### config.mk
export PLATFORM = sky130hd
export DESIGN_NAME = vram_write_scheduler
export DESIGN_NICKNAME = d
export VERILOG_FILES = /design/src/rtl/vram_write_scheduler_pkg.sv /design/src/rtl/sync_fifo.sv /design/src/rtl/vram_write_scheduler.sv
export SDC_FILE = /design/constraint.sdc
export NUM_CORES = 1
export LEC_CHECK = 0
export ABC_CLOCK_PERIOD_IN_PS = 3000
export CAP_MARGIN = 20
export CORE_ASPECT_RATIO = 1.1
export CORE_MARGIN = 2
export CORE_UTILIZATION = 35
export CTS_CLUSTER_SIZE = 30
export DETAILED_ROUTE_END_ITERATION = 8
export MAX_ROUTING_LAYER = met4
export PLACE_DENSITY = 0.59
export SLEW_MARGIN = 20
export SYNTH_ARGS = -nofsm -noshare
export SYNTH_HDL_FRONTEND = slang
export SYNTH_SLANG_ARGS = --single-unit
### constraint.sdc
create_clock -name clk -period 3 [get_ports clk]
set_input_delay 0.3 -clock clk [delete_from_list [all_inputs] [get_ports clk]]
set_output_delay 0.3 -clock clk [all_outputs]
set_load 0.1 [all_outputs]
### src/rtl/vram_write_scheduler_pkg.sv
// Shared text-grid constants and fill FSM encodings
// for the video_memory write scheduler.
package vram_write_scheduler_pkg;

   localparam int COLS       = 100;
   localparam int ROWS       = 60;
   localparam int XW         = 7;
   localparam int YW         = 6;
   localparam int ATTR_W     = 24;
   localparam int FIFO_DEPTH = 4;

   localparam logic [0:0] IDLE = 1'b0;
   localparam logic [0:0] FILL = 1'b1;

endpackage

### src/rtl/sync_fifo.sv
// Single-clock FIFO with show-ahead output; a push while full
// is accepted when a pop happens in the same cycle.
module sync_fifo #(
   parameter int WIDTH = 8,
   parameter int DEPTH = 4
) (
   input  logic             clk,
   input  logic             reset,
   input  logic             push,
   input  logic             pop,
   input  logic [WIDTH-1:0] din,
   output logic [WIDTH-1:0] dout,
   output logic             full,
   output logic             empty
);

   localparam int AW = $clog2(DEPTH);

   logic [WIDTH-1:0] mem [DEPTH];
   logic [AW:0]      wr_ptr;
   logic [AW:0]      rd_ptr;
   logic             push_ok;
   logic             pop_ok;

   assign empty   = (wr_ptr == rd_ptr);
   assign full    = (wr_ptr[AW] != rd_ptr[AW]) &&
                    (wr_ptr[AW-1:0] == rd_ptr[AW-1:0]);
   assign pop_ok  = pop && !empty;
   assign push_ok = push && (!full || pop_ok);
   assign dout    = mem[rd_ptr[AW-1:0]];

   always_ff @(posedge clk) begin
      if (reset) begin
         wr_ptr <= '0;
         rd_ptr <= '0;
      end else begin
         if (push_ok) wr_ptr <= wr_ptr + 1'b1;
         if (pop_ok)  rd_ptr <= rd_ptr + 1'b1;
      end
   end

   always_ff @(posedge clk) begin
      if (push_ok) mem[wr_ptr[AW-1:0]] <= din;
   end

endmodule

### src/rtl/vram_write_scheduler.sv
// Owns the video_memory write port, arbitrating between
// buffered I2C cell writes and the full-screen fill engine.
module vram_write_scheduler #(
   parameter int COLS       = vram_write_scheduler_pkg::COLS,
   parameter int ROWS       = vram_write_scheduler_pkg::ROWS,
   parameter int XW         = vram_write_scheduler_pkg::XW,
   parameter int YW         = vram_write_scheduler_pkg::YW,
   parameter int ATTR_W     = vram_write_scheduler_pkg::ATTR_W,
   parameter int FIFO_DEPTH = vram_write_scheduler_pkg::FIFO_DEPTH
) (
   input  logic              clk,
   input  logic              reset,
   input  logic              i2c_write,
   input  logic [XW-1:0]     i2c_x,
   input  logic [YW-1:0]     i2c_y,
   input  logic [ATTR_W-1:0] i2c_attr,
   input  logic              fill_start,
   input  logic [ATTR_W-1:0] fill_attr,
   input  logic              mem_ready,
   output logic              write,
   output logic [XW-1:0]     xtextwrite,
   output logic [YW-1:0]     ytextwrite,
   output logic [ATTR_W-1:0] value,
   output logic              fill_busy,
   output logic              fill_done,
   output logic              overflow
);

   import vram_write_scheduler_pkg::*;

   localparam int EW = XW + YW + ATTR_W;
   localparam logic [XW-1:0] X_LAST = XW'(COLS - 1);
   localparam logic [YW-1:0] Y_LAST = YW'(ROWS - 1);

   logic [0:0]        state;
   logic [XW-1:0]     cur_x;
   logic [YW-1:0]     cur_y;
   logic [ATTR_W-1:0] fill_val;

   logic              in_range;
   logic              req;
   logic              idle_grant;
   logic              fifo_push;
   logic              fifo_pop;
   logic              fifo_full;
   logic              fifo_empty;
   logic              bypass;
   logic              drop;
   logic              last_cell;
   logic [EW-1:0]     fifo_dout;
   logic [XW-1:0]     head_x;
   logic [YW-1:0]     head_y;
   logic [ATTR_W-1:0] head_attr;

   assign in_range   = (i2c_x <= X_LAST) && (i2c_y <= Y_LAST);
   assign req        = i2c_write && in_range;
   assign idle_grant = (state == IDLE) && !fill_start && mem_ready;
   assign fifo_pop   = idle_grant && !fifo_empty;
   // Empty FIFO in IDLE: skip the buffer to get one-cycle latency.
   assign bypass     = idle_grant && fifo_empty && req;
   assign fifo_push  = req && !bypass && (!fifo_full || fifo_pop);
   assign drop       = req && fifo_full && !fifo_pop;
   assign last_cell  = (cur_x == X_LAST) && (cur_y == Y_LAST);

   assign {head_x, head_y, head_attr} = fifo_dout;

   sync_fifo #(
      .WIDTH (EW),
      .DEPTH (FIFO_DEPTH)
   ) u_fifo (
      .clk   (clk),
      .reset (reset),
      .push  (fifo_push),
      .pop   (fifo_pop),
      .din   ({i2c_x, i2c_y, i2c_attr}),
      .dout  (fifo_dout),
      .full  (fifo_full),
      .empty (fifo_empty)
   );

   always_ff @(posedge clk) begin
      if (reset) begin
         state      <= IDLE;
         cur_x      <= '0;
         cur_y      <= '0;
         fill_val   <= '0;
         write      <= 1'b0;
         xtextwrite <= '0;
         ytextwrite <= '0;
         value      <= '0;
         fill_busy  <= 1'b0;
         fill_done  <= 1'b0;
         overflow   <= 1'b0;
      end else begin
         write     <= 1'b0;
         fill_done <= 1'b0;
         if (drop) overflow <= 1'b1;
         if (fill_start) begin
            state     <= FILL;
            fill_val  <= fill_attr;
            cur_x     <= '0;
            cur_y     <= '0;
            fill_busy <= 1'b1;
         end else if (state == FILL) begin
            fill_busy <= 1'b1;
            if (mem_ready) begin
               write      <= 1'b1;
               xtextwrite <= cur_x;
               ytextwrite <= cur_y;
               value      <= fill_val;
               if (last_cell) begin
                  fill_done <= 1'b1;
                  state     <= IDLE;
                  cur_x     <= '0;
                  cur_y     <= '0;
               end else if (cur_x == X_LAST) begin
                  cur_x <= '0;
                  cur_y <= cur_y + 1'b1;
               end else begin
                  cur_x <= cur_x + 1'b1;
               end
            end
         end else begin
            fill_busy <= 1'b0;
            if (fifo_pop) begin
               write      <= 1'b1;
               xtextwrite <= head_x;
               ytextwrite <= head_y;
               value      <= head_attr;
            end else if (bypass) begin
               write      <= 1'b1;
               xtextwrite <= i2c_x;
               ytextwrite <= i2c_y;
               value      <= i2c_attr;
            end
         end
      end
   end

endmodule

== Yosys cells after proc, flatten, opt, wreduce, memory -nomap -nowiden ==
Memories as Yosys holds them, arrays and structs flattened. A register that Yosys moved wholly into a read port is not among the register bits.
Index checks and enable logic that the tools add are counted.
Storage, ports and cells
  bits in writable memories: 148
  output and inout port bits: 41
  latch bits: 0
  word-level logic and storage cells: 89
  input bits: 66
  memory bits (read-only): 0
  bits in registers: 85
  memories kept: 1
Cells by class
  div/mod/pow operators: 0
  add/subtract/negate cells: 4
  eq/ne operators: 6
  muxes and demuxes: 31
  $mul: 0
  reduce and logical (&&, ||, !) cells: 29
  shift-type cells: 0
  magnitude comparators: 2
  bitwise operators: 3
Memory list
  u_fifo.mem: depth 4, width 37, rd ports 1, clocked after memory_dff 1, write ports 1, RTL line sync_fifo.sv:19  | logic [WIDTH-1:0] mem [DEPTH];
Operators by type and width (count)
  $mux 24: 4
  $mux 7: 6
  $mux 6: 6
  $logic_and 1x1->1: 15
  $mux 1: 13
  $add 7x1->7 const B: 1
  $eq 7x7->1 const B: 1
  $le 7x7->1 const B: 1
  $add 3x1->3 const B: 2
  $add 6x1->6 const B: 1
  $eq 6x6->1 const B: 1
  $le 6x6->1 const B: 1
  $reduce_and 3->1: 2
  $logic_not 1->1: 5
  $mux 2: 2
  $reduce_or 4->1: 1
  $eq 3x3->1: 1
  $not 1->1: 3
  $reduce_bool 3->1: 1
  $eq 2x2->1: 1
  $logic_or 1x1->1: 2
  $ne 2x2->1 const B: 1
  $reduce_and 2->1: 1
  $reduce_bool 2->1: 1
  2 further kinds: 2

== Longest topological paths before layout ==
  depth after elaboration: 11
  depth in mapped cells: 7
  mapped depth without buffers: 6

== Hierarchy ==
Synthesis repeated with hierarchy kept, for this count alone.
Second synthesis, totals
  cells, all modules: 633
  area, all modules: 9776.9 um^2
Modules (own cells, without submodules)
  sync_fifo: cells an instance 248, area an instance 5873.1 um^2, instances 1, seq. area each 4604.4 um^2
  vram_write_scheduler: cells an instance 385, area an instance 3903.7 um^2, instances 1, seq. area each 1581.5 um^2

== Worst setup path before layout ==
No wires, ideal clock.
  path kind: in2reg
  start: input fill_start
  end: memory u_fifo.mem[1][0] (netlist bit), enable pin
  setup slack: 542 ps
  data required time: 2602 ps
  arrival: 2061 ps
  stages on the path: 5
  buffers on the path: 1
  library setup time: 398 ps
  cells stage by stage: buf_2 -> nor3b_2 -> xnor2_1 -> a31oi_2 -> and2_1
Between the ends
  word-level cells in the longest chain between the ends: 11
  elaborated cells between the ends (all ways): 15
  classes of those cells: mux: 2; reduce/logical: 13
RTL lines
  start: declaration: RTL line vram_write_scheduler.sv:17  | input logic fill_start,
  $logic_not 1->1 (*): RTL line vram_write_scheduler.sv:57  | assign idle_grant = (state == IDLE) && !fill_start && mem_ready;
  $logic_and 1x1->1 (*) (2 in series): RTL line vram_write_scheduler.sv:57
  $logic_and 1x1->1 (2 in series): RTL line vram_write_scheduler.sv:60  | assign bypass = idle_grant && fifo_empty && req;
  $logic_not 1->1: RTL line vram_write_scheduler.sv:61  | assign fifo_push = req && !bypass && (!fifo_full || fifo_pop);
  $logic_and 1x1->1 (2 in series): RTL line vram_write_scheduler.sv:61
  $logic_and 1x1->1 (*): RTL line sync_fifo.sv:29  | assign push_ok = push && (!full || pop_ok);
  $mux 1 (*): RTL line sync_fifo.sv:43  | if (push_ok) mem[wr_ptr[AW-1:0]] <= din;
  $mux 1 (not written as such) (*): RTL line sync_fifo.sv:43
  end: declaration: RTL line sync_fifo.sv:19
Every way passes the cells marked *; elsewhere a longest branch is shown, timed or not.

== Worst setup path in the final report ==
  start: register value[0]
  end: output value[0]
RTL lines
  start: declaration: RTL line vram_write_scheduler.sv:23  | output logic [ATTR_W-1:0] value,
  start signal: assignment: RTL line vram_write_scheduler.sv:110  | value <= fill_val;
  start signal: assignment: RTL line vram_write_scheduler.sv:129  | value <= head_attr;
  start signal: assignment: RTL line vram_write_scheduler.sv:134  | value <= i2c_attr;
No word-level cell between the ends.

==> impl_metrics.yaml <==
synth:
  synth_simple_gate_area_frac: 0.0814
  synth-xor-area-share: 0.0164
  yosysTopAreaCell: "edfxtp_1"
  synth_commonest_cells: "edfxtp_1, dfxtp_1, nor2_1"
  ys_seq_area_frac: 0.639
  synth.area.mux_share: 0.114
  synthArstFlopShare: 0
  syn_inst: 657
  synth_top_family_by_area: "multiplexers"
  synth-seq-cells: 235
  synth_area_leaders: "edfxtp_1, dfxtp_1, mux4_2"
  yosysMostFrequentCell: "edfxtp_1"
  yosys_warnings: 0
  syn_nets: 730
  synth.avg_cell_area_um2: 14.7
  yosysUniqueCellTypes: 53
  synthFlopType: "edfxtp_1"
  synth_edf_count: 148
  yosys.area_share.adder: 0.00904
  synth_compound_area_frac: 0.0967
  synth_top_area_frac: 0.459
  netlist_area_um2: 9690
final_layout:
  fin_nets: 841
  fin_cells: 1143
  final-seq-area_um2: 6190
  nFillCells: 2473
  final_core_util: 0.441
  final_area_um2: 12000
  drive_gt1_frac: 0.235
  syn2layout_area_growth_pct: 23.4
  multi_input_area_um2: 3090
  antenna_cells: 0
cts:
  ctsResizeCount: 0
  cts.clk_slew.worst_paths_ps: 60
  clk_latency_ps: 520
  cts_made_buffers: 25
  cts.sinks: 235
  hold_buffers: 0
  cts_setup_buffers: 0
  root_buffer: "clkbuf_16"
  h-tree-depth: 1
  cts_tree: "built"
  cts_buffer_depth: 3
global_route:
  overflow: 0
  gr-usage-all-layers: 0.153
  grt_pass1_wl_um: 33400
  grt_max_degree: 119
  antenna_found_initial: 0
  grt_pass1_vias: 5803
route:
  drt_iter0_drc: 342
  first_pass_iters: 5
  vias: 5712
  routed_wl_um: 21300
  drc_errors: 0
  ant_nets: 0
  drt-wirelength-per-cell_um: 18.6
  drt-vias-per-instance: 5.00
floorplan:
  initial_core_util: 0.357
  fp.dieH_um: 178
  die-width_um: 163
  ios: 107
  dieArea_um2: 29000
  core_um2: 27100
  num_rows: 63
critical_path:
  critPathMaxStageDelay_ps: 1140
  path_cells: "clkdlybuf4s50_1"
  cp_top_family: "buffers and inverters"
  arrival_ps: 2000
  crit_buf_inv: 1
  start_kind: "register"
  endpoint_kind: "primary output"
  required_ps: 2700
  critPathKind: "register to primary output"
  cp_slowest_cell: "clkdlybuf4s50_1"
  worstPathMaxFanout: 2
power_and_ir_drop:
  p_sw_mw: 1.96
  leakage_nw: 4.08
  combPwrFrac: 0.127
  ir_worst_vdd_mv: 0.290
  power_mw: 7.83
  netSwitchingFraction: 0.250
  p_per_area_nw_per_um2: 655
  clockPowerShare: 0.406
  p_seq_frac: 0.467
  p_int_mw: 5.87
timing:
  fmax_ghz: 0.435
  fin_crit_ps: 2300
  finalSetupTns_ps: 0
  fin_skew_ps: 15.3
  setup_violations: 0
  finalWorstSetupSlack_ps: 701
  finalHoldViolCount: 0
  drv_slew: 0
  hold_slack_ps: 90.1
  rsz0062_at_grt: "false"
  slew_headroom: 0.350
  period_share: 0.766
  tightest_slew_ps: 972
place:
  place_congestion: 0.782
  place_area_um2: 11100
  dp.cells: 1098
  place_ws_ps: 319
  port_buffers: 106
  dpl.hpwl_um: 13900
flow_run:
  drv_cap: 0
min_path:
  hold_class: "input pin to register"
status:
  status: "complete, no violations"
-- flip-flops by register name (all words and copies together) (netlist names), named ones only --
signal / flops
cur_x: 7
cur_y: 6
fill_busy: 1
fill_done: 1
fill_val: 24
overflow: 1
state: 1
u_fifo.mem: 148
u_fifo.rd_ptr: 3
u_fifo.wr_ptr: 3
value: 24
write: 1
xtextwrite: 7
ytextwrite: 6
-- layout make-up --
class,count,share of cell area
sequential,235,0.518
multi-input combinational,338,0.259
timing repair buffer,130,0.102
clock buffer,28,0.0541
tap,357,0.0374
clock inverter,17,0.0176
inverter,38,0.0119
-- power by group through the flow --
stage / logic, mW / clock network (mW) / registers, mW
2_1_floorplan: 0.471 / 0 / 3.94
3_3_place_gp: 0.996 / 0 / 3.72
3_5_place_dp: 1.00 / 0 / 3.73
4_1_cts: 1.00 / 3.27 / 3.66
5_1_grt: 1.06 / 3.42 / 3.67
6_report: 0.991 / 3.18 / 3.65
-- path summary, 6_finish.rpt --
check                                     end  slack, ps     startpoint  cells past startpoint
worst min-delay path                fill_busy         90          reset                      2
worst max-delay path                 value[0]        700       value[0]                      1
worst min register to register  xtextwrite[4]        470  xtextwrite[4]                      1
worst max register to register       cur_y[4]        780          state                      6
-- metal layers --
layer / share of wire / GRT usage / wire (um)
met5: 0 / - / 0
met4: 0.013 / 0.0317 / 268
met3: 0.045 / 0.0216 / 954
met2: 0.48 / 0.250 / 10300
met1: 0.46 / 0.206 / 9790
-- cells in the final DEF (no fill, tap or decap), types with 2 or more instances in the layout --
cell	instances
a21oi_1	6
a221oi_1	14
a221oi_2	22
a22o_1	36
and2_2	3
and3_1	3
buf_12	6
buf_2	2
buf_4	53
bufinv_16	4
clkbuf_1	2
clkbuf_16	25
clkdlybuf4s50_1	69
clkinv_2	3
clkinv_4	2
clkinvlp_4	6
dfxtp_1	84
dfxtp_4	2
edfxtp_1	148
ha_1	7
inv_1	38
mux2i_1	26
mux4_2	37
nand2_1	7
nand2_2	2
nand2b_1	3
nand3_1	6
nor2_1	83
nor2b_1	2
nor3_1	39
nor4_1	3
or2_2	2
xnor2_1	6
xnor2_4	2
xor2_1	4
-- cell families after synthesis --
logic type	after synthesis
AOI/OAI and AO/OA	91
buffers and inverters	84
DFF	235
adders and majority gates	7
muxes	64
xor gates and xnor gates	13
and+or+nand+nor	163
(Power assumes the default switching activity.)
